==> src/rtl/button_repeat_n.sv <==
// Multi-channel button front end: 2-FF sync, sampled debounce, press/release edges,
// typematic auto-repeat (delay, slow, fast phases) and a one-shot long-press event.
module button_repeat_n #(
    parameter int unsigned N_BTN       = 7,
    parameter int unsigned CLK_HZ      = 100_000_000,
    parameter int unsigned SAMPLE_HZ   = 1000,
    parameter int unsigned DB_SAMPLES  = 4,
    parameter int unsigned DELAY_TICKS = 400,
    parameter int unsigned SLOW_TICKS  = 100,
    parameter int unsigned FAST_AFTER  = 8,
    parameter int unsigned FAST_TICKS  = 25,
    parameter int unsigned LONG_TICKS  = 1000
) (
    input  logic             clk,
    input  logic             rst,
    input  logic [N_BTN-1:0] btn_n,
    output logic [N_BTN-1:0] pressed,
    output logic [N_BTN-1:0] press_pulse,
    output logic [N_BTN-1:0] release_pulse,
    output logic [N_BTN-1:0] repeat_pulse,
    output logic [N_BTN-1:0] long_pulse,
    output logic             any_pressed
);

    localparam int unsigned DIV   = (CLK_HZ / SAMPLE_HZ < 1) ? 1 : CLK_HZ / SAMPLE_HZ;
    localparam int unsigned DIV_W = $clog2(DIV) + 1;
    localparam int unsigned MAX_A = (DELAY_TICKS > SLOW_TICKS) ? DELAY_TICKS : SLOW_TICKS;
    localparam int unsigned MAX_B = (FAST_TICKS > LONG_TICKS) ? FAST_TICKS : LONG_TICKS;
    localparam int unsigned MAX_T = (MAX_A > MAX_B) ? MAX_A : MAX_B;
    localparam int unsigned TW    = $clog2(MAX_T) + 1;
    localparam int unsigned DBW   = $clog2(DB_SAMPLES) + 1;
    localparam int unsigned RW    = $clog2(FAST_AFTER) + 1;

    typedef enum logic [1:0] {StIdle, StDelay, StSlow, StFast} state_e;

    logic [DIV_W-1:0] div_q;
    logic             sample_tick;
    logic [N_BTN-1:0] sync1_q, sync2_q;
    logic [N_BTN-1:0] pressed_nx;

    assign sample_tick = (div_q == DIV_W'(DIV - 1));

    always_ff @(posedge clk or posedge rst) begin
        if (rst) begin
            div_q       <= '0;
            sync1_q     <= '1;
            sync2_q     <= '1;
            any_pressed <= 1'b0;
        end else begin
            div_q       <= sample_tick ? '0 : div_q + 1'b1;
            sync1_q     <= btn_n;
            sync2_q     <= sync1_q;
            any_pressed <= |pressed_nx;
        end
    end

    for (genvar i = 0; i < N_BTN; i++) begin : g_ch
        state_e         state_q, state_d;
        logic [DBW-1:0] db_q, db_d;
        logic [TW-1:0]  tcnt_q, tcnt_d, tnext;
        logic [TW-1:0]  age_q, age_d;
        logic [RW-1:0]  rcnt_q, rcnt_d, rnext;
        logic           long_done_q, long_done_d;
        logic           pressed_q, pressed_d;
        logic           pp_q, pp_d, rp_q, rp_d, rep_q, rep_d, lp_q, lp_d;
        logic           toggle;
        logic           samp;

        assign samp  = ~sync2_q[i];
        assign tnext = tcnt_q + 1'b1;
        assign rnext = rcnt_q + 1'b1;

        always_comb begin
            state_d     = state_q;
            db_d        = db_q;
            tcnt_d      = tcnt_q;
            age_d       = age_q;
            rcnt_d      = rcnt_q;
            long_done_d = long_done_q;
            pressed_d   = pressed_q;
            pp_d        = 1'b0;
            rp_d        = 1'b0;
            rep_d       = 1'b0;
            lp_d        = 1'b0;
            toggle      = 1'b0;
            if (sample_tick) begin
                if (samp == pressed_q) begin
                    db_d = '0;
                end else if (db_q == DBW'(DB_SAMPLES - 1)) begin
                    db_d      = '0;
                    pressed_d = ~pressed_q;
                    toggle    = 1'b1;
                end else begin
                    db_d = db_q + 1'b1;
                end

                // A release edge overrides any repeat/long event due on the same tick.
                if (toggle) begin
                    pp_d        = ~pressed_q;
                    rp_d        = pressed_q;
                    state_d     = pressed_q ? StIdle : StDelay;
                    tcnt_d      = '0;
                    age_d       = '0;
                    rcnt_d      = '0;
                    long_done_d = 1'b0;
                end else if (state_q != StIdle) begin
                    if (age_q != TW'(LONG_TICKS)) age_d = age_q + 1'b1;
                    if (age_q == TW'(LONG_TICKS - 1) && !long_done_q) begin
                        lp_d        = 1'b1;
                        long_done_d = 1'b1;
                    end
                    tcnt_d = tnext;
                    case (state_q)
                        StDelay: begin
                            if (tnext == TW'(DELAY_TICKS)) begin
                                rep_d   = 1'b1;
                                tcnt_d  = '0;
                                rcnt_d  = RW'(1);
                                state_d = (FAST_AFTER == 1) ? StFast : StSlow;
                            end
                        end
                        StSlow: begin
                            if (tnext == TW'(SLOW_TICKS)) begin
                                rep_d  = 1'b1;
                                tcnt_d = '0;
                                rcnt_d = rnext;
                                if (rnext == RW'(FAST_AFTER)) state_d = StFast;
                            end
                        end
                        StFast: begin
                            if (tnext == TW'(FAST_TICKS)) begin
                                rep_d  = 1'b1;
                                tcnt_d = '0;
                                if (rcnt_q != '1) rcnt_d = rnext;
                            end
                        end
                        default: ;
                    endcase
                end
            end
        end

        always_ff @(posedge clk or posedge rst) begin
            if (rst) begin
                state_q     <= StIdle;
                db_q        <= '0;
                tcnt_q      <= '0;
                age_q       <= '0;
                rcnt_q      <= '0;
                long_done_q <= 1'b0;
                pressed_q   <= 1'b0;
                pp_q        <= 1'b0;
                rp_q        <= 1'b0;
                rep_q       <= 1'b0;
                lp_q        <= 1'b0;
            end else begin
                state_q     <= state_d;
                db_q        <= db_d;
                tcnt_q      <= tcnt_d;
                age_q       <= age_d;
                rcnt_q      <= rcnt_d;
                long_done_q <= long_done_d;
                pressed_q   <= pressed_d;
                pp_q        <= pp_d;
                rp_q        <= rp_d;
                rep_q       <= rep_d;
                lp_q        <= lp_d;
            end
        end

        assign pressed_nx[i]    = pressed_d;
        assign pressed[i]       = pressed_q;
        assign press_pulse[i]   = pp_q;
        assign release_pulse[i] = rp_q;
        assign repeat_pulse[i]  = rep_q;
        assign long_pulse[i]    = lp_q;
    end

endmodule

==> config.mk <==
export PLATFORM = sky130hd
export DESIGN_NAME = button_repeat_n
export DESIGN_NICKNAME = d
export VERILOG_FILES = /design/src/rtl/button_repeat_n.sv
export SDC_FILE = /design/constraint.sdc
export NUM_CORES = 1
export LEC_CHECK = 0
export ABC_AREA = 1
export CAP_MARGIN = 10
export CORE_UTILIZATION = 50
export CTS_BUF_LIST = sky130_fd_sc_hd__clkbuf_4 sky130_fd_sc_hd__clkbuf_8
export CTS_CLUSTER_SIZE = 30
export DETAILED_ROUTE_END_ITERATION = 16
export PLACE_DENSITY = 0.67
export SYNTH_ARGS = -nofsm -noshare
export SYNTH_HDL_FRONTEND = slang
export SYNTH_SLANG_ARGS = --single-unit
==> constraint.sdc <==
create_clock -name clk -period 10.9 [get_ports clk]
set_input_delay 1.09 -clock clk [delete_from_list [all_inputs] [get_ports clk]]
set_output_delay 1.09 -clock clk [all_outputs]
set_load 0.02 [all_outputs]
-- After elaboration in Yosys (flattened, before gate mapping)
Cells that the tools add are included.
- register bits after elaboration: 292
- input bits: 9
- output and inout bits: 36
- word-level logic and storage cells: 680
- add/sub/neg operators: 29
- eq/ne operators: 120
- mux-type cells: 344
- bitwise operators: 14
- reductions and logical operators: 92
- operators by type and width (kind ; number):
    11-bit 2-to-1 mux ; 56
    11-bit case mux with 3 select lines ; 7
    1-bit 2-to-1 mux ; 168
    4-bit 2-to-1 mux ; 42
    11-bit by 1-bit adder with 11-bit output, second input constant ; 14
    3-bit != test, second input constant ; 35
    4-bit case mux with 3 select lines ; 7
    11-bit by 10-bit == test with 1-bit output, second input constant ; 7
    11-bit by 5-bit == test with 1-bit output, second input constant ; 7
    11-bit by 7-bit == test with 1-bit output, second input constant ; 7
    11-bit by 9-bit == test with 1-bit output, second input constant ; 7
    11-bit by 10-bit != test with 1-bit output, second input constant ; 7
    2-bit 2-to-1 mux ; 35
    2-bit nonzero test ; 28
    7-bit AND reduction ; 7
    3-bit 2-to-1 mux ; 14
    3-bit AND reduction ; 14
    6-bit AND reduction ; 7
    4-bit by 1-bit adder with 4-bit output, second input constant ; 7
    2-bit == test, second input constant ; 14
    4-bit == test, second input constant ; 7
    4-bit != test, second input constant ; 7
    2-bit case mux with 2 select lines ; 7
    4-bit nonzero test ; 7
    14 further kinds ; 81

-- Longest topological paths before layout
- word-level depth: 7
- gate-level depth with buffers: 16
- depth with buffers taken out: 16

-- Least setup slack after synthesis
Ideal clock, no wire load.
- path type: register to register
- from: reg g_ch[0].tcnt_q[0]
- to: reg g_ch[0].rcnt_q[0]
- library setup time: 0.117 ns
- arrival: 1.765 ns
- data required time: 10.783 ns
- slack: 9.019 ns
- cell stages (with the launch flop): 14
- buffers on the path: 0
- period minus slack after synthesis: 1.881 ns
- path through: dfrtp_1 -> ha_1 -> nand2_1 -> inv_1 -> nor2_1 -> nand3_1 -> nor2_1 -> nand3_1 -> nor2_1 -> nor2_1 -> a21oi_2 -> nand2_1 -> nand2_1 -> nand2_1
- word-level cells in the longest chain between the ends: 4
- elaborated cells on any way between the ends: 8
- classes of those cells: add/sub: 1; eq/ne: 6; reduce/logical: 1
- RTL lines (what ; line ; RTL):
    start, declared ; 60 ; logic [TW-1:0] tcnt_q, tcnt_d, tnext;
    start signal, assigned ; 159 ; tcnt_q <= tcnt_d;
    11-bit by 1-bit adder with 11-bit output * ; 70 ; assign tnext = tcnt_q + 1'b1;
    11-bit by 5-bit == test with 1-bit output, or another cell as far along ; 131 ; if (tnext == TW'(FAST_TICKS)) begin
    3-bit != test (no source line) ; n/a ;
    7-bit AND reduction (no source line) * ; n/a ;
    end signal, assigned ; 161 ; rcnt_q <= rcnt_d;
    end, declared ; 62 ; logic [RW-1:0] rcnt_q, rcnt_d, rnext;
Mark *: on every way between the ends. The rest lies on a longest branch, timed or not.
A chain may end at the register's enable or synchronous reset.

-- Final worst setup path
- from: reg g_ch[2].db_q[0]
- to: reg g_ch[2].age_q[8]
- word-level cells in the longest chain between the ends: 6
- elaborated cells on any way between the ends: 8
- classes of those cells: eq/ne: 1; mux: 4; reduce/logical: 3
- RTL lines (what ; line ; RTL):
    start, declared ; 59 ; logic [DBW-1:0] db_q, db_d;
    start signal, assigned ; 146 ; db_q <= '0;
    start signal, assigned ; 158 ; db_q <= db_d;
    3-bit by 2-bit == test with 1-bit output * ; 89 ; end else if (db_q == DBW'(DB_SAMPLES - 1)) begin
    1-bit 2-to-1 mux * ; 89 ;
    1-bit 2-to-1 mux * ; 87 ; if (samp == pressed_q) begin
    1-bit 2-to-1 mux * ; 86 ; if (sample_tick) begin
    2-bit nonzero test (no source line) ; n/a ;
    3-bit AND reduction (no source line) ; n/a ;
    end signal, assigned ; 160 ; age_q <= age_d;
    end, declared ; 61 ; logic [TW-1:0] age_q, age_d;
Mark *: on every way between the ends. The rest lies on a longest branch, timed or not. The select of a mux whose other input is x is not followed.

==> results.py <==
metrics = {
    "yosys": {
        "synth.net_count": 2611,
        "ys.flop_type": "dfrtp_1",
        "ys_ff_latch": 292,
        "netlist-cell-type-count": 51,
        "synth_edf_count": 0,
        "synth_area_um2": 18300,
        "netlist_instances": 2532,
        "syn_avg_cell_area_um2": 7.23,
        "yosysWarningCount": 0,
        "synthArstFlopShare": 1.00,
        "yosysSeqAreaShare": 0.400,
    },
    "floorplan": {
        "num_rows": 69,
        "die_width_um": 193,
        "coreArea_um2": 35800,
        "dieArea_um2": 37400,
        "start_util": 0.511,
        "die_h_um": 193,
        "top_level_ports": 45,
    },
    "global_routing": {
        "grt_pass1_vias": 15600,
        "grt_pass1_wl_um": 71000,
        "grt_max_degree": 155,
        "grt_overflow_total": 0,
        "antenna_found_initial": 0,
        "grt_use_total": 0.222,
    },
    "placement": {
        "gp_congestion": 0.884,
        "dp_hpwl_um": 28800,
        "port_buffers": 44,
    },
    "layout": {
        "multi_input_area_um2": 9200,
        "final_cell_mix": "nand2_1, inv_1, nor2_1, dfrtp_1, nand3_1",
        "n_fill_cell": 3379,
        "diodes": 0,
        "final_common_cell": "nand2_1",
        "post_route_cells_drive_above_1_share": 0.0646,
        "regArea_um2": 7320,
        "areaGrowthSynthToFinish_pct": 9.38,
        "final_nets": 2639,
    },
    "timing": {
        "finalSetupViolCount": 0,
        "maxSlewHeadroom": 0.279,
        "fmax_ghz": 0.319,
        "worst_pin_slew_ns": 1.08,
        "post-route-period-util": 0.288,
        "rsz0062_at_grt": "false",
        "final.setup.tns_ns": 0,
        "period_needed_ns": 3.14,
        "skew_ns": 0.0210,
        "drv_slew": 0,
        "finalHoldViolations": 0,
    },
    "clock_tree": {
        "h-tree-depth": 2,
        "worstSkewPairLatency_ns": 0.61,
        "cts_buffers": 51,
        "root_buffer": "clkbuf_8",
        "path_clk_slew_ns": 0.06,
        "clock_sinks": 292,
        "clockBufferDepth": 3,
        "post-cts-setup-buffers": 0,
        "ctsResizeCount": 0,
        "cts_hold_buffers": 0,
        "cts_tree": "built",
    },
    "drt": {
        "avgViaCountPerCell": 5.29,
        "drc": 5,
        "ant_nets": 0,
        "num_vias": 16200,
        "initialDrtViolationCount": 1029,
        "dr.pass1.iters": 11,
        "wl_per_cell_um": 13.5,
        "routed_wl_um": 41300,
    },
    "pwr": {
        "ir_worst_vdd_uv": 110,
        "power_density_nw_per_um2": 110,
        "total_power_mw": 2.20,
        "p_leak_nw": 9.66,
    },
    "worst_setup_path": {
        "cp.required_ns": 11.41,
        "cp-start-kind": "flip-flop",
        "arrival_ns": 3.65,
        "path_class": "reg2reg",
        "crit_fanout": 15,
        "crit_path_end_kind": "flip-flop",
    },
    "outcome": {
        "outcome": "complete, but fails checks",
        "violations": "design-rule violations",
    },
    "job": {
        "maxCapViolations": 0,
    },
    "worst_hold_path": {
        "min_path_type": "reg2reg",
    },
}
==> critical path, cell delays in order, from the launching register on <==
cell     delay [ns]
dfrtp_1        0.38
ha_1           0.19
inv_1          0.05
nor2_2         0.15
inv_1          0.11
nor2_1         0.67
inv_1          0.45
a41oi_1        0.26
nand2_1        0.24
inv_1          0.33
nand4_1        0.12
o21ai_0        0.10
==> kinds of logic (layout without fill, tap and decap cells) <==
kind of cell / count (synthesis) / count (layout) / synth area share
flops: 292 / 292 / 0.400
buf+inv: 431 / 499 / 0.0978
fa+ha+maj: 70 / 70 / 0.0478
xor+xnor: 66 / 66 / 0.0316
compound gates: 288 / 288 / 0.0910
simple gates: 1385 / 1385 / 0.332
==> synthesized netlist by cell type, types with 2 or more instances <==
| cell type | count | area share |
|---|---|---|
| nand2_1 | 636 | 0.13 |
| inv_1 | 356 | 0.073 |
| nor2_1 | 286 | 0.059 |
| dfrtp_1 | 278 | 0.38 |
| nand3_1 | 267 | 0.073 |
| o21ai_0 | 143 | 0.039 |
| ha_1 | 70 | 0.048 |
| xor2_1 | 63 | 0.030 |
| nand4_1 | 57 | 0.019 |
| nor3_1 | 57 | 0.016 |
| buf_4 | 38 | 0.016 |
| a21oi_1 | 36 | 0.0098 |
| o31ai_1 | 35 | 0.014 |
| o22ai_1 | 29 | 0.0099 |
| nor4_1 | 21 | 0.0072 |
| nor2_2 | 20 | 0.0068 |
| buf_2 | 16 | 0.0044 |
| clkbuf_1 | 15 | 0.0031 |
| dfstp_2 | 14 | 0.020 |
| nand2_2 | 10 | 0.0034 |
| a21o_1 | 7 | 0.0029 |
| a31oi_1 | 7 | 0.0024 |
| o21ai_1 | 7 | 0.0019 |
| nand3b_1 | 6 | 0.0025 |
| nor2_4 | 6 | 0.0037 |
| o21bai_1 | 5 | 0.0020 |
| a41oi_1 | 4 | 0.0019 |
| nand3_2 | 3 | 0.0016 |
| nor3_2 | 3 | 0.0016 |
| nor3_4 | 3 | 0.0027 |
| o211ai_1 | 3 | 0.0012 |
| o21ai_2 | 3 | 0.0014 |
| xnor2_1 | 3 | 0.0014 |
| a22oi_1 | 2 | 0.00082 |
| clkinv_1 | 2 | 0.00041 |
| inv_2 | 2 | 0.00041 |
| nor4_2 | 2 | 0.0014 |
| o21a_1 | 2 | 0.00082 |
| o221ai_1 | 2 | 0.00096 |
| or2_2 | 2 | 0.00068 |
==> per-layer routing <==
| metal | global-route usage | up-vias | routed length (um) |
|---|---|---|---|
| met3 | 0.0335 | 71 | 1590 |
| met1 | 0.297 | 7571 | 19900 |
| met5 | 0 | - | 0 |
| li1 | - | 8269 | - |
| met2 | 0.371 | 286 | 18900 |
| met4 | 0.0726 | 0 | 869 |
==> per-stage QoR <==
stage	area, um2	utilization	instances	worst slack (ns)	hold WS [ns]
6_report	20000	0.559	3061	7.76	0.349
5_1_grt	20000	0.559	3061	7.35	0.359
4_1_cts	20000	0.559	3061	7.76	0.351
3_3_place_gp	18900	0.528	2968	7.72	0.346
2_1_floorplan	18300	-	2532	1.77	0.345
3_5_place_dp	18900	0.528	2968	7.70	0.348
==> final cells by class <==
type                       count  area share
clock buffer                  81      0.0510
clock inverter                12     0.00425
inverter                     361      0.0681
multi-input combinational   1809       0.459
sequential                   292       0.366
tap                          461      0.0288
timing repair buffer          45      0.0230
==> power breakdown <==
part | switching (mW) | internal (mW) | leakage, nW | total, mW
combinational | 0.0238 | 0.00449 | 5.04 | 0.0283
clock | 0.463 | 0.617 | 0.601 | 1.08
sequential | 0.00223 | 1.09 | 4.02 | 1.09
==> state kept, by name (all words and copies together), names as in the netlist <==
| signal | flops |
|---|---|
| g_ch.state_q | 14 |
| sync1_q | 7 |
| g_ch.rp_q | 7 |
| g_ch.tcnt_q | 77 |
| sync2_q | 7 |
| g_ch.rcnt_q | 28 |
| g_ch.lp_q | 7 |
| g_ch.long_done_q | 7 |
| g_ch.pp_q | 7 |
| any_pressed | 1 |
| g_ch.db_q | 21 |
| g_ch.age_q | 77 |
| g_ch.rep_q | 7 |
| div_q | 18 |
| g_ch.pressed_q | 7 |
==> worst paths after layout <==
kind | cells past startpoint | from | end | slack, ns
max in group asynchronous | 3 | rst | g_ch[0].pressed_q$_DFF_PP0_ | 8.49
min reg2reg | 0 | sync1_q[1]$_DFF_PP1_ | sync2_q[1]$_DFF_PP1_ | 0.35
max reg2reg | 11 | g_ch[2].db_q[0]$_DFFE_PP0P_ | g_ch[2].age_q[8]$_DFFE_PP0P_ | 7.76
min in group asynchronous | 2 | rst | g_ch[1].lp_q$_DFF_PP0_ | 1.09
min | 0 | sync1_q[1]$_DFF_PP1_ | sync2_q[1]$_DFF_PP1_ | 0.35
max | 11 | g_ch[2].db_q[0]$_DFFE_PP0P_ | g_ch[2].age_q[8]$_DFFE_PP0P_ | 7.76
Power figures use the tool's default switching activity.
